===== src/rtl/peripheral_ahb3_pkg.sv =====
// Shared AHB3-Lite encodings used by the peripheral slaves.
package peripheral_ahb3_pkg;

    localparam logic [1:0] HTRANS_IDLE   = 2'b00;
    localparam logic [1:0] HTRANS_BUSY   = 2'b01;
    localparam logic [1:0] HTRANS_NONSEQ = 2'b10;
    localparam logic [1:0] HTRANS_SEQ    = 2'b11;

    localparam logic [2:0] HSIZE_BYTE  = 3'b000;
    localparam logic [2:0] HSIZE_HWORD = 3'b001;
    localparam logic [2:0] HSIZE_WORD  = 3'b010;

    localparam logic HRESP_OKAY  = 1'b0;
    localparam logic HRESP_ERROR = 1'b1;

endpackage


===== src/rtl/peripheral_intc_pkg.sv =====
// Interrupt controller register offsets, gateway states and byte-lane helper.
package peripheral_intc_pkg;
    import peripheral_ahb3_pkg::*;

    localparam logic [7:0] INTC_ENABLE    = 8'h00;
    localparam logic [7:0] INTC_PENDING   = 8'h04;
    localparam logic [7:0] INTC_EDGE      = 8'h08;
    localparam logic [7:0] INTC_THRESHOLD = 8'h0C;
    localparam logic [7:0] INTC_CLAIM     = 8'h10;
    localparam logic [7:0] INTC_PRIORITY  = 8'h20;

    typedef enum logic [1:0] {
        GW_IDLE    = 2'd0,
        GW_PEND    = 2'd1,
        GW_CLAIMED = 2'd2
    } gw_state_t;

    function automatic logic [3:0] intc_byte_en(input logic [2:0] hsize, input logic [1:0] addr);
        case (hsize)
            HSIZE_BYTE:  return 4'b0001 << addr;
            HSIZE_HWORD: return addr[1] ? 4'b1100 : 4'b0011;
            default:     return 4'b1111;
        endcase
    endfunction

endpackage


===== src/rtl/peripheral_intc_gateway.sv =====
// Per-source gateway: qualifies level/edge requests and tracks the claim/complete handshake.
// state      | meaning
// GW_IDLE    | no request outstanding, watching src
// GW_PEND    | request latched, eligible for arbitration
// GW_CLAIMED | claimed by the core, waiting for complete
module peripheral_intc_gateway
    import peripheral_intc_pkg::*;
(
    input  logic HCLK,
    input  logic HRESETn,
    input  logic src,
    input  logic edge_mode,
    input  logic claim,
    input  logic complete,
    output logic pending
);

    gw_state_t state_q;
    logic      src_d;
    logic      trigger;

    // Edges seen outside IDLE are simply lost: there is no request counter.
    assign trigger = edge_mode ? (src & ~src_d) : src;

    always_ff @(posedge HCLK or negedge HRESETn) begin
        if (!HRESETn) begin
            state_q <= GW_IDLE;
            src_d   <= 1'b0;
        end else begin
            src_d <= src;
            case (state_q)
                GW_IDLE:    if (trigger)  state_q <= GW_PEND;
                GW_PEND:    if (claim)    state_q <= GW_CLAIMED;
                GW_CLAIMED: if (complete) state_q <= GW_IDLE;
                default:                  state_q <= GW_IDLE;
            endcase
        end
    end

    assign pending = (state_q == GW_PEND);

endmodule


===== src/rtl/peripheral_intc_ahb3.sv =====
// AHB3-Lite interrupt controller: per-source gateways, priority arbitration, claim/complete.
// Optional PERIPHERAL_INTC_SYNC_EN adds a 2-flop synchronizer on src for asynchronous sources.
module peripheral_intc_ahb3
    import peripheral_ahb3_pkg::*;
    import peripheral_intc_pkg::*;
#(
    parameter int HADDR_SIZE = 32,
    parameter int HDATA_SIZE = 32,
    parameter int SOURCES    = 8,
    parameter int PRIO_BITS  = 3
) (
    input  logic                  HRESETn,
    input  logic                  HCLK,
    input  logic                  HSEL,
    input  logic [HADDR_SIZE-1:0] HADDR,
    input  logic [HDATA_SIZE-1:0] HWDATA,
    output logic [HDATA_SIZE-1:0] HRDATA,
    input  logic                  HWRITE,
    input  logic [2:0]            HSIZE,
    input  logic [2:0]            HBURST,
    input  logic [3:0]            HPROT,
    input  logic [1:0]            HTRANS,
    output logic                  HREADYOUT,
    input  logic                  HREADY,
    output logic                  HRESP,
    input  logic [SOURCES-1:0]    src,
    output logic                  irq
);

    logic                 accept;
    logic [7:0]           wr_addr_q;
    logic [3:0]           wr_be_q;
    logic                 wr_en_q;
    logic [5:0]           wr_word;
    logic [5:0]           rd_word;
    logic [HDATA_SIZE-1:0] wr_mask;
    logic [HDATA_SIZE-1:0] wr_old;
    logic [HDATA_SIZE-1:0] wr_merged;
    logic [HDATA_SIZE-1:0] rd_data;

    logic [SOURCES-1:0]   enable_q;
    logic [SOURCES-1:0]   edge_q;
    logic [PRIO_BITS-1:0] threshold_q;
    logic [PRIO_BITS-1:0] prio_q [SOURCES];

    logic [SOURCES-1:0]   src_gw;
    logic [SOURCES-1:0]   pending;
    logic [SOURCES-1:0]   claim;
    logic [SOURCES-1:0]   complete;
    logic [4:0]           best_id;
    logic [PRIO_BITS-1:0] best_prio;
    logic                 irq_next;
    logic [4:0]           claim_id;
    logic                 unused_ok;

    assign HREADYOUT = 1'b1;
    assign HRESP     = HRESP_OKAY;

    assign accept  = HREADY & HSEL & ((HTRANS == HTRANS_NONSEQ) | (HTRANS == HTRANS_SEQ));
    // The block occupies 256 bytes; HSEL already decodes the base address.
    assign rd_word = HADDR[7:2];
    assign wr_word = wr_addr_q[7:2];

    always_ff @(posedge HCLK or negedge HRESETn) begin
        if (!HRESETn) begin
            wr_en_q   <= 1'b0;
            wr_addr_q <= '0;
            wr_be_q   <= '0;
        end else begin
            wr_en_q <= accept & HWRITE;
            if (accept & HWRITE) begin
                wr_addr_q <= HADDR[7:0];
                wr_be_q   <= intc_byte_en(HSIZE, HADDR[1:0]);
            end
        end
    end

`ifdef PERIPHERAL_INTC_SYNC_EN
    logic [SOURCES-1:0] src_s1;
    logic [SOURCES-1:0] src_s2;

    always_ff @(posedge HCLK or negedge HRESETn) begin
        if (!HRESETn) begin
            src_s1 <= '0;
            src_s2 <= '0;
        end else begin
            src_s1 <= src;
            src_s2 <= src_s1;
        end
    end

    assign src_gw = src_s2;
`else
    assign src_gw = src;
`endif

    for (genvar g = 0; g < SOURCES; g++) begin : g_gw
        peripheral_intc_gateway u_gw (
            .HCLK      (HCLK),
            .HRESETn   (HRESETn),
            .src       (src_gw[g]),
            .edge_mode (edge_q[g]),
            .claim     (claim[g]),
            .complete  (complete[g]),
            .pending   (pending[g])
        );
    end

    // Strict '>' while scanning upward keeps the lowest ID on priority ties.
    always_comb begin
        best_id   = '0;
        best_prio = '0;
        for (int i = 0; i < SOURCES; i++) begin
            if (pending[i] && enable_q[i] && (prio_q[i] > best_prio)) begin
                best_prio = prio_q[i];
                best_id   = 5'(i + 1);
            end
        end
    end

    assign irq_next = (best_id != 5'd0) && (best_prio > threshold_q);
    assign claim_id = irq_next ? best_id : 5'd0;

    always_comb begin
        claim = '0;
        if (accept && !HWRITE && (rd_word == INTC_CLAIM[7:2])) begin
            for (int i = 0; i < SOURCES; i++)
                if (claim_id == 5'(i + 1)) claim[i] = 1'b1;
        end
    end

    always_comb begin
        complete = '0;
        if (wr_en_q && wr_be_q[0] && (wr_word == INTC_CLAIM[7:2])) begin
            for (int i = 0; i < SOURCES; i++)
                if (HWDATA[4:0] == 5'(i + 1)) complete[i] = 1'b1;
        end
    end

    always_comb begin
        rd_data = '0;
        if (rd_word == INTC_ENABLE[7:2])         rd_data[SOURCES-1:0]   = enable_q;
        else if (rd_word == INTC_PENDING[7:2])   rd_data[SOURCES-1:0]   = pending;
        else if (rd_word == INTC_EDGE[7:2])      rd_data[SOURCES-1:0]   = edge_q;
        else if (rd_word == INTC_THRESHOLD[7:2]) rd_data[PRIO_BITS-1:0] = threshold_q;
        else if (rd_word == INTC_CLAIM[7:2])     rd_data[4:0]           = claim_id;
        for (int i = 0; i < SOURCES; i++)
            if (rd_word == 6'(INTC_PRIORITY[7:2] + 6'(i))) rd_data[PRIO_BITS-1:0] = prio_q[i];
    end

    always_comb begin
        wr_old = '0;
        if (wr_word == INTC_ENABLE[7:2])         wr_old[SOURCES-1:0]   = enable_q;
        else if (wr_word == INTC_EDGE[7:2])      wr_old[SOURCES-1:0]   = edge_q;
        else if (wr_word == INTC_THRESHOLD[7:2]) wr_old[PRIO_BITS-1:0] = threshold_q;
        for (int i = 0; i < SOURCES; i++)
            if (wr_word == 6'(INTC_PRIORITY[7:2] + 6'(i))) wr_old[PRIO_BITS-1:0] = prio_q[i];
    end

    assign wr_mask   = {{8{wr_be_q[3]}}, {8{wr_be_q[2]}}, {8{wr_be_q[1]}}, {8{wr_be_q[0]}}};
    assign wr_merged = (wr_old & ~wr_mask) | (HWDATA & wr_mask);

    always_ff @(posedge HCLK or negedge HRESETn) begin
        if (!HRESETn) begin
            enable_q    <= '0;
            edge_q      <= '0;
            threshold_q <= '0;
            for (int i = 0; i < SOURCES; i++) prio_q[i] <= '0;
        end else if (wr_en_q) begin
            if (wr_word == INTC_ENABLE[7:2])         enable_q    <= wr_merged[SOURCES-1:0];
            else if (wr_word == INTC_EDGE[7:2])      edge_q      <= wr_merged[SOURCES-1:0];
            else if (wr_word == INTC_THRESHOLD[7:2]) threshold_q <= wr_merged[PRIO_BITS-1:0];
            for (int i = 0; i < SOURCES; i++)
                if (wr_word == 6'(INTC_PRIORITY[7:2] + 6'(i))) prio_q[i] <= wr_merged[PRIO_BITS-1:0];
        end
    end

    always_ff @(posedge HCLK or negedge HRESETn) begin
        if (!HRESETn) begin
            HRDATA <= '0;
            irq    <= 1'b0;
        end else begin
            irq <= irq_next;
            if (accept && !HWRITE) HRDATA <= rd_data;
        end
    end

    assign unused_ok = ^{HBURST, HPROT, HADDR, wr_merged};

endmodule

===== config.mk =====
export PLATFORM = sky130hd
export DESIGN_NAME = peripheral_intc_ahb3
export DESIGN_NICKNAME = d
export VERILOG_FILES = /design/src/rtl/peripheral_ahb3_pkg.sv /design/src/rtl/peripheral_intc_pkg.sv /design/src/rtl/peripheral_intc_gateway.sv /design/src/rtl/peripheral_intc_ahb3.sv
export SDC_FILE = /design/constraint.sdc
export NUM_CORES = 1
export LEC_CHECK = 0
export CAP_MARGIN = 20
export CORE_UTILIZATION = 50
export CTS_CLUSTER_DIAMETER = 150
export DETAILED_ROUTE_END_ITERATION = 10
export HOLD_SLACK_MARGIN = 0.03
export PLACE_DENSITY = 0.79
export RECOVER_POWER = 25
export SYNTH_ARGS = -nofsm -noshare
export SYNTH_HDL_FRONTEND = slang
export SYNTH_SLANG_ARGS = --single-unit

===== constraint.sdc =====
create_clock -name HCLK -period 16.3 [get_ports HCLK]
set_input_delay 4.89 -clock HCLK [delete_from_list [all_inputs] [get_ports HCLK]]
set_output_delay 4.89 -clock HCLK [all_outputs]
set_load 0.005 [all_outputs]

==> results of run 1 <==
[registers in the layout, summed over array words and instances (netlist names)]
name               flops
prio_q                24
HRDATA                 8
edge_q                 8
enable_q               8
g_gw.u_gw.src_d        8
g_gw.u_gw.state_q     16
wr_en_q                1
threshold_q            3
wr_addr_q              6
wr_be_q                1
irq                    1
[final cells by class]
| class | count | area (µm²) |
|---|---|---|
| clock buffer | 11 | 233 |
| clock inverter | 5 | 45.0 |
| fill | 997 | 4850 |
| inverter | 32 | 120 |
| multi-input combinational | 538 | 3380 |
| sequential | 84 | 2100 |
| tap | 143 | 179 |
| timing repair buffer | 45 | 454 |
[worst min-delay path by stage]
stage / end / slack [ps] / cells past startpoint / startpoint
detailed placement: g_gw[1].u_gw.state_q[0] / 450 / 1 / g_gw[1].u_gw.state_q[1]
global placement: g_gw[1].u_gw.state_q[0] / 440 / 1 / g_gw[1].u_gw.state_q[1]
global route: g_gw[1].u_gw.state_q[0] / 470 / 1 / g_gw[1].u_gw.state_q[1]
floorplan: g_gw[1].u_gw.state_q[0] / 420 / 1 / g_gw[1].u_gw.state_q[1]
CTS: g_gw[1].u_gw.state_q[0] / 460 / 1 / g_gw[1].u_gw.state_q[1]
finish: g_gw[1].u_gw.state_q[0] / 460 / 1 / g_gw[1].u_gw.state_q[1]
[critical path, delay by kind of cell (launching register included)]
family / cells / cell delay (ps)
AO/OA/AOI/OAI: 16 / 4320
adder cells (fa/ha/maj): 8 / 2320
buffers and inverters: 2 / 310
flip-flops: 1 / 440
multiplexers: 6 / 1820
AND/OR/NAND/NOR: 24 / 5740
[logic make-up after synthesis]
logic type	after synthesis	synth area share (%)
other	2	0.129
adders and majority gates	18	3.85
AOI/OAI and AO/OA	193	21.7
xor gates and xnor gates	2	0.301
buffers and inverters	85	7.31
and+or+nand+nor	251	21.1
DFF	84	36.1
muxes	48	9.38
[placed cells by master (no fill, tap or decap), drive strengths merged, types with 10 or more instances in the layout]
| master | instances |
|---|---|
| nor2 | 53 |
| a21oi | 45 |
| ha | 17 |
| mux2 | 36 |
| clkbuf | 12 |
| nand3 | 14 |
| mux2i | 11 |
| nor3 | 18 |
| dfrtp | 84 |
| nand2 | 96 |
| inv | 34 |
| o21ai | 62 |
| clkdlybuf4s50 | 32 |
| nor3b | 10 |
| a31oi | 10 |
| conb | 26 |
[metal layers]
layer	wire, µm	part of all wire (%)	track usage, %	vias to the layer above
met4	727	4.2	14.6	0
met5	0	0	0	-
met2	8180	47	50.8	259
li1	-	-	-	2463
met3	1020	5.8	3.38	53
met1	7500	43	39.4	2588
[power groups by stage]
stage | Clock (µW) | Combinational (µW) | Sequential (µW)
floorplan | 0 | 343 | 272
global placement | 0 | 439 | 293
detailed placement | 0 | 454 | 296
CTS | 198 | 457 | 292
global route | 206 | 509 | 299
finish | 196 | 468 | 294
[per-stage QoR]
stage / hold WS, ps / area (µm²) / util (%)
floorplan: 422 / 5910 / -
global route: 468 / 6520 / 57.3
global placement: 440 / 6210 / 54.6
finish: 456 / 6520 / 57.3
detailed placement: 452 / 6210 / 54.6
CTS: 461 / 6490 / 57.0
==> metrics.txt, run 1 <==
Final Hold Fails 0; Chip Width 110 µm; Worst setup startpoint g_gw[0].u_gw.state_q[0]; max-cap violation count 1; global-route wire length before repair 27200 µm; most frequent cell on the critical path ha_1; Total Power 958 µW; CTS tree built; area grow syn2layout 12.0%; RSZ-0062 raised after global routing no; Top FF cell, synth dfrtp_1; Lkg Pwr 0.00274 µW; Reg power frac 30.7%; fin nets 816; r2r worst-path depth 56; largest net degree at the start of global routing 85; Commonest cells post-synth nand2_1, dfrtp_1, o21ai_0; HPWL after DPL 13200 µm; CTS-repair resized insts 0; minimum clock period 15070 ps; failing checks max-capacitance violations, max-slew violations; fin. max-slew vios 37; Max FO, Critical Path 10; synth warn 0; critical path arrival 15300 ps; vias in the first global route 5141; post-synthesis area per instance 8.52 µm²; Post-synth EDFFs 0; largest cells by area after synthesis dfrtp_1, mux2_2, nand2_1; Reg-to-Reg Start g_gw[0].u_gw.state_q[0]; FF-to-FF End g_gw[0].u_gw.state_q[0]; # clock sinks 84; Final WS setup 1230 ps; final std cells w/o fill 858; Core Area 11400 µm²; post-DR wirelength/cell 20.3 µm; worst setup path end g_gw[0].u_gw.state_q[0]; worst vdd rail ir drop 0.0791 mV; worst-case clock skew 8.05 ps; share of cells above drive strength 1 11.2%; Worst Max-Slew Pin Slew 2070 ps; setup TNS 0 ps; Post-synth ARST share 100%; initial antenna violation count 0; pre-CTS setup slack 1590 ps; post-synth top area share 36.1%; count leader, synth nand2_1; Seq/Total Area, Yosys 36.1%; Synth cell types 77; Setup Fix Bufs, Post-CTS 0; Crit Path Class flip-flop to flip-flop; crit share post-route 92.4%; Tot GR Track Use 30.5%; Seq cells post-synth 84; power share of the clock group 20.5%; clk_lat worst skew 350 ps; Slew HR -38.0%; vias after detailed routing 5363; kind of start point of the critical path flip-flop; Antenna Nets Post-Route 0; Final GP Congestion 0.967; initial DRC count 442; H-tree levels 3; Power Dens Cells 147 nW/µm²; Slowest-stage cell, CP a311oi_1; Psw 413 µW; Critical Path End Type flip-flop; minimum setup slack among reg-to-reg paths 1230 ps; clock tree buffer depth 2; cells after synthesis 683; CTS Hold Bufs 0; Via density 6.25; die area 12100 µm²; post-synth top area cell dfrtp_1; Site Rows 39; mapped cell area 5820 µm²; die height 110 µm; max incr delay on CP 870 ps; CTS root buf clkbuf_16; remaining routing DRC violations 0; data required time of the worst path 16540 ps; Hold Path Class flip-flop to flip-flop; status complete, but fails checks; overflow left after global routing 0; P_int 544 µW; final setup vio count 0; port bufs 41; n_diodes 0; Worst-path clk slew 70 ps; CTS Buf Count 9; IO Pins 124; Logic pwr share 48.8%; Starting Density 51.2%; drt first pass iters 8; placed cells 840; switching portion of total power 43.2%; final WL 17400 µm; Max Fclk 66.4 MHz
(Power assumes the default switching activity.)
==> run 2, diff against run 1 <==
CORE_MARGIN = 2   (was default)
GPL_TIMING_DRIVEN = 1   (was default)
==> run 2 against run 1 <==
The run still ends with max-capacitance violations, max-slew violations left. Final cell count down 0.23%. Wire length shrank 0.59%. Flip-flop and latch count stayed put. Critical path depth is the same. Setup slack improved by 640 ps. Via count shrank 0.86%. Critical endpoint unchanged. Largest cell class unchanged.
==> metrics.txt, run 2 (same netlist as run 1, synthesis figures left out) <==
Starting Density 51.2% (unchanged); worst hold path depth 1 (unchanged); crit share post-route 88.5% (was 92.4%); CTS-repair resized insts 0 (unchanged); Power Dens Cells 148 nW/µm² (was 147 nW/µm²); status complete, but fails checks (unchanged); drt first pass iters 6 (was 8); Worst Max-Slew Pin Slew 2460 ps (was 2070 ps); commonest cells after routing, fill and taps aside nand2_1, dfrtp_1, o21ai_0, nor2_1, a21oi_1 (unchanged); data required time of the worst path 16530 ps (was 16540 ps); fin. max-slew vios 44 (was 37); CTS tree built (unchanged); power share of the clock group 21.2% (was 20.5%); area grow syn2layout 11.9% (was 12.0%); Reg power frac 30.5% (was 30.7%); failing checks max-capacitance violations, max-slew violations (unchanged); share of cells above drive strength 1 10.9% (was 11.2%); Site Rows 39 (unchanged); CTS Buf Count 9 (unchanged); largest net degree at the start of global routing 85 (unchanged); clk_lat worst skew 340 ps (was 350 ps); Tot GR Track Use 28.7% (was 30.5%); final WL 17300 µm (was 17400 µm); initial antenna violation count 0 (unchanged); Hold Path Class flip-flop to flip-flop (unchanged); Layout Utilization 57.3% (about the same); remaining routing DRC violations 0 (unchanged); Reg-to-Reg Start g_gw[0].u_gw.state_q[0] (unchanged); Lkg Pwr 0.00272 µW (was 0.00274 µW); Setup Fix Bufs, Post-CTS 0 (unchanged); HPWL after DPL 13100 µm (was 13200 µm); max-cap violation count 1 (unchanged); vias in the first global route 5327 (was 5141); P_int 558 µW (was 544 µW); clock tree buffer depth 2 (unchanged); global-route wire length before repair 28000 µm (was 27200 µm); Crit Path Class flip-flop to flip-flop (unchanged); worst-case clock skew 4.61 ps (was 8.05 ps); Chip Width 112 µm (was 110 µm); FF-to-FF End g_gw[0].u_gw.state_q[0] (unchanged); kind of start point of the critical path flip-flop (unchanged); most frequent cell on the critical path ha_1 (unchanged); r2r worst-path depth 56 (unchanged); die height 112 µm (was 110 µm); port bufs 41 (unchanged); Slew HR -63.9% (was -38.0%); Hold Crit Start g_gw[1].u_gw.state_q[1] (unchanged); minimum setup slack among reg-to-reg paths 1870 ps (was 1230 ps); flip-flop count of the largest register after layout 24 (unchanged); Logic pwr share 48.3% (was 48.8%); Via density 6.21 (was 6.25); Slowest-stage cell, CP a311oi_1 (unchanged); # clock sinks 84 (unchanged); worst vdd rail ir drop 0.0759 mV (was 0.0791 mV); switching portion of total power 42.1% (was 43.2%); initial DRC count 521 (was 442); most common cell after layout, fill and taps aside nand2_1 (unchanged); IO Pins 124 (unchanged); Psw 406 µW (was 413 µW); die area 12500 µm² (was 12100 µm²); Max Fclk 69.3 MHz (was 66.4 MHz); Max FO, Critical Path 10 (unchanged); n_diodes 0 (unchanged); Final Hold Fails 0 (unchanged); Antenna Nets Post-Route 0 (unchanged); critical path arrival 14660 ps (was 15300 ps); Worst-path clk slew 60 ps (was 70 ps); setup TNS 0 ps (unchanged); Critical Path End Type flip-flop (unchanged); fin nets 814 (was 816); post-DR wirelength/cell 20.2 µm (was 20.3 µm); biggest regs prio_q x24, g_gw.u_gw.state_q x16 (unchanged); max incr delay on CP 780 ps (was 870 ps); Fillers 1005 (was 997); overflow left after global routing 0 (unchanged); minimum clock period 14430 ps (was 15070 ps); Core Area 11400 µm² (unchanged); final setup vio count 0 (unchanged); Final GP Congestion 1.00 (was 0.967); H-tree levels 3 (unchanged); Worst Hold End g_gw[1].u_gw.state_q[0] (unchanged); CTS Hold Bufs 0 (unchanged); CTS root buf clkbuf_16 (unchanged); vias after detailed routing 5317 (was 5363); RSZ-0062 raised after global routing no (unchanged); largest register by flop count prio_q (unchanged)
-- run 2: changes by cell type in the layout (fill, tap and decap cells not counted), moves of 2 or more --
| cell | delta |
|---|---|
| clkdlybuf4s50_1 | +7 |
| clkinvlp_4 | +2 |
| buf_4 | -2 |
| dlygate4sd3_1 | -7 |
-- run 2: power by group through the flow --
| stage | Sequential [µW] | Clock [µW] | Combinational [µW] |
|---|---|---|---|
| 5_1_grt | 298 | 218 | 513 |
| 6_report | 294 | 204 | 466 |
| 4_1_cts | 292 | 206 | 460 |
| 3_5_place_dp | 295 | 0 | 456 |
| 2_1_floorplan | 272 | 0 | 343 |
| 3_3_place_gp | 293 | 0 | 440 |
-- run 2: worst max-delay path by stage --
stage	start	to	slack (ps)	cells after the start
final	g_gw[0].u_gw.state_q[0]	g_gw[0].u_gw.state_q[0]	1870	56
after global routing	g_gw[0].u_gw.state_q[0]	g_gw[0].u_gw.state_q[0]	840	56
after CTS	g_gw[0].u_gw.state_q[0]	g_gw[0].u_gw.state_q[0]	1920	57
after detailed placement	g_gw[0].u_gw.state_q[0]	g_gw[0].u_gw.state_q[0]	1950	56
after global placement	g_gw[0].u_gw.state_q[0]	g_gw[0].u_gw.state_q[0]	2160	56
after floorplan	g_gw[0].u_gw.state_q[0]	g_gw[0].u_gw.state_q[0]	3940	56
-- run 2: layout make-up --
class / instances / area (µm²) / area share [%]
Multi-Input combinational cell: 538 / 3380 / 52.0
Sequential cell: 84 / 2100 / 32.3
Timing Repair Buffer: 43 / 432 / 6.63
Clock buffer: 11 / 233 / 3.57
Tap cell: 143 / 179 / 2.75
Inverter: 32 / 120 / 1.84
Clock inverter: 5 / 61.3 / 0.942
-- run 2: layer usage --
metal  vias up  GRT usage [%]  share of wire [%]
met3        44           2.78                6.2
met5         -              0                  0
met4         0           13.5                3.8
met1      2550           38.0                 42
met2       253           47.5                 48
li1       2470              -                  -
-- run 2: worst max-delay path, delay by kind of cell, from the launching register on --
| family | cells | cell delay [ps] |
|---|---|---|
| buf+inv | 2 | 270 |
| compound gates | 16 | 3830 |
| mux | 6 | 1810 |
| fa+ha+maj | 8 | 2320 |
| flops | 1 | 420 |
| simple gates | 24 | 5670 |
-- run 2: through the flow --
step                hold WS (ps)  worst slack (ps)  area (µm²)  total power [µW]  cells
floorplan                    422              3940        5910               614    707
global placement             439              2160        6200               733    839
detailed placement           443              1950        6200               751    839
CTS                          452              1920        6490               957    855
global route                 495               842        6510              1030    856
finish                       459              1870        6510               964    856
==> run 3, diff against run 2 <==
CTS_CLUSTER_DIAMETER = default   (was 150)
==> results of run 3 <==
Final layout, timing and power as in run 2 (identical DEF).
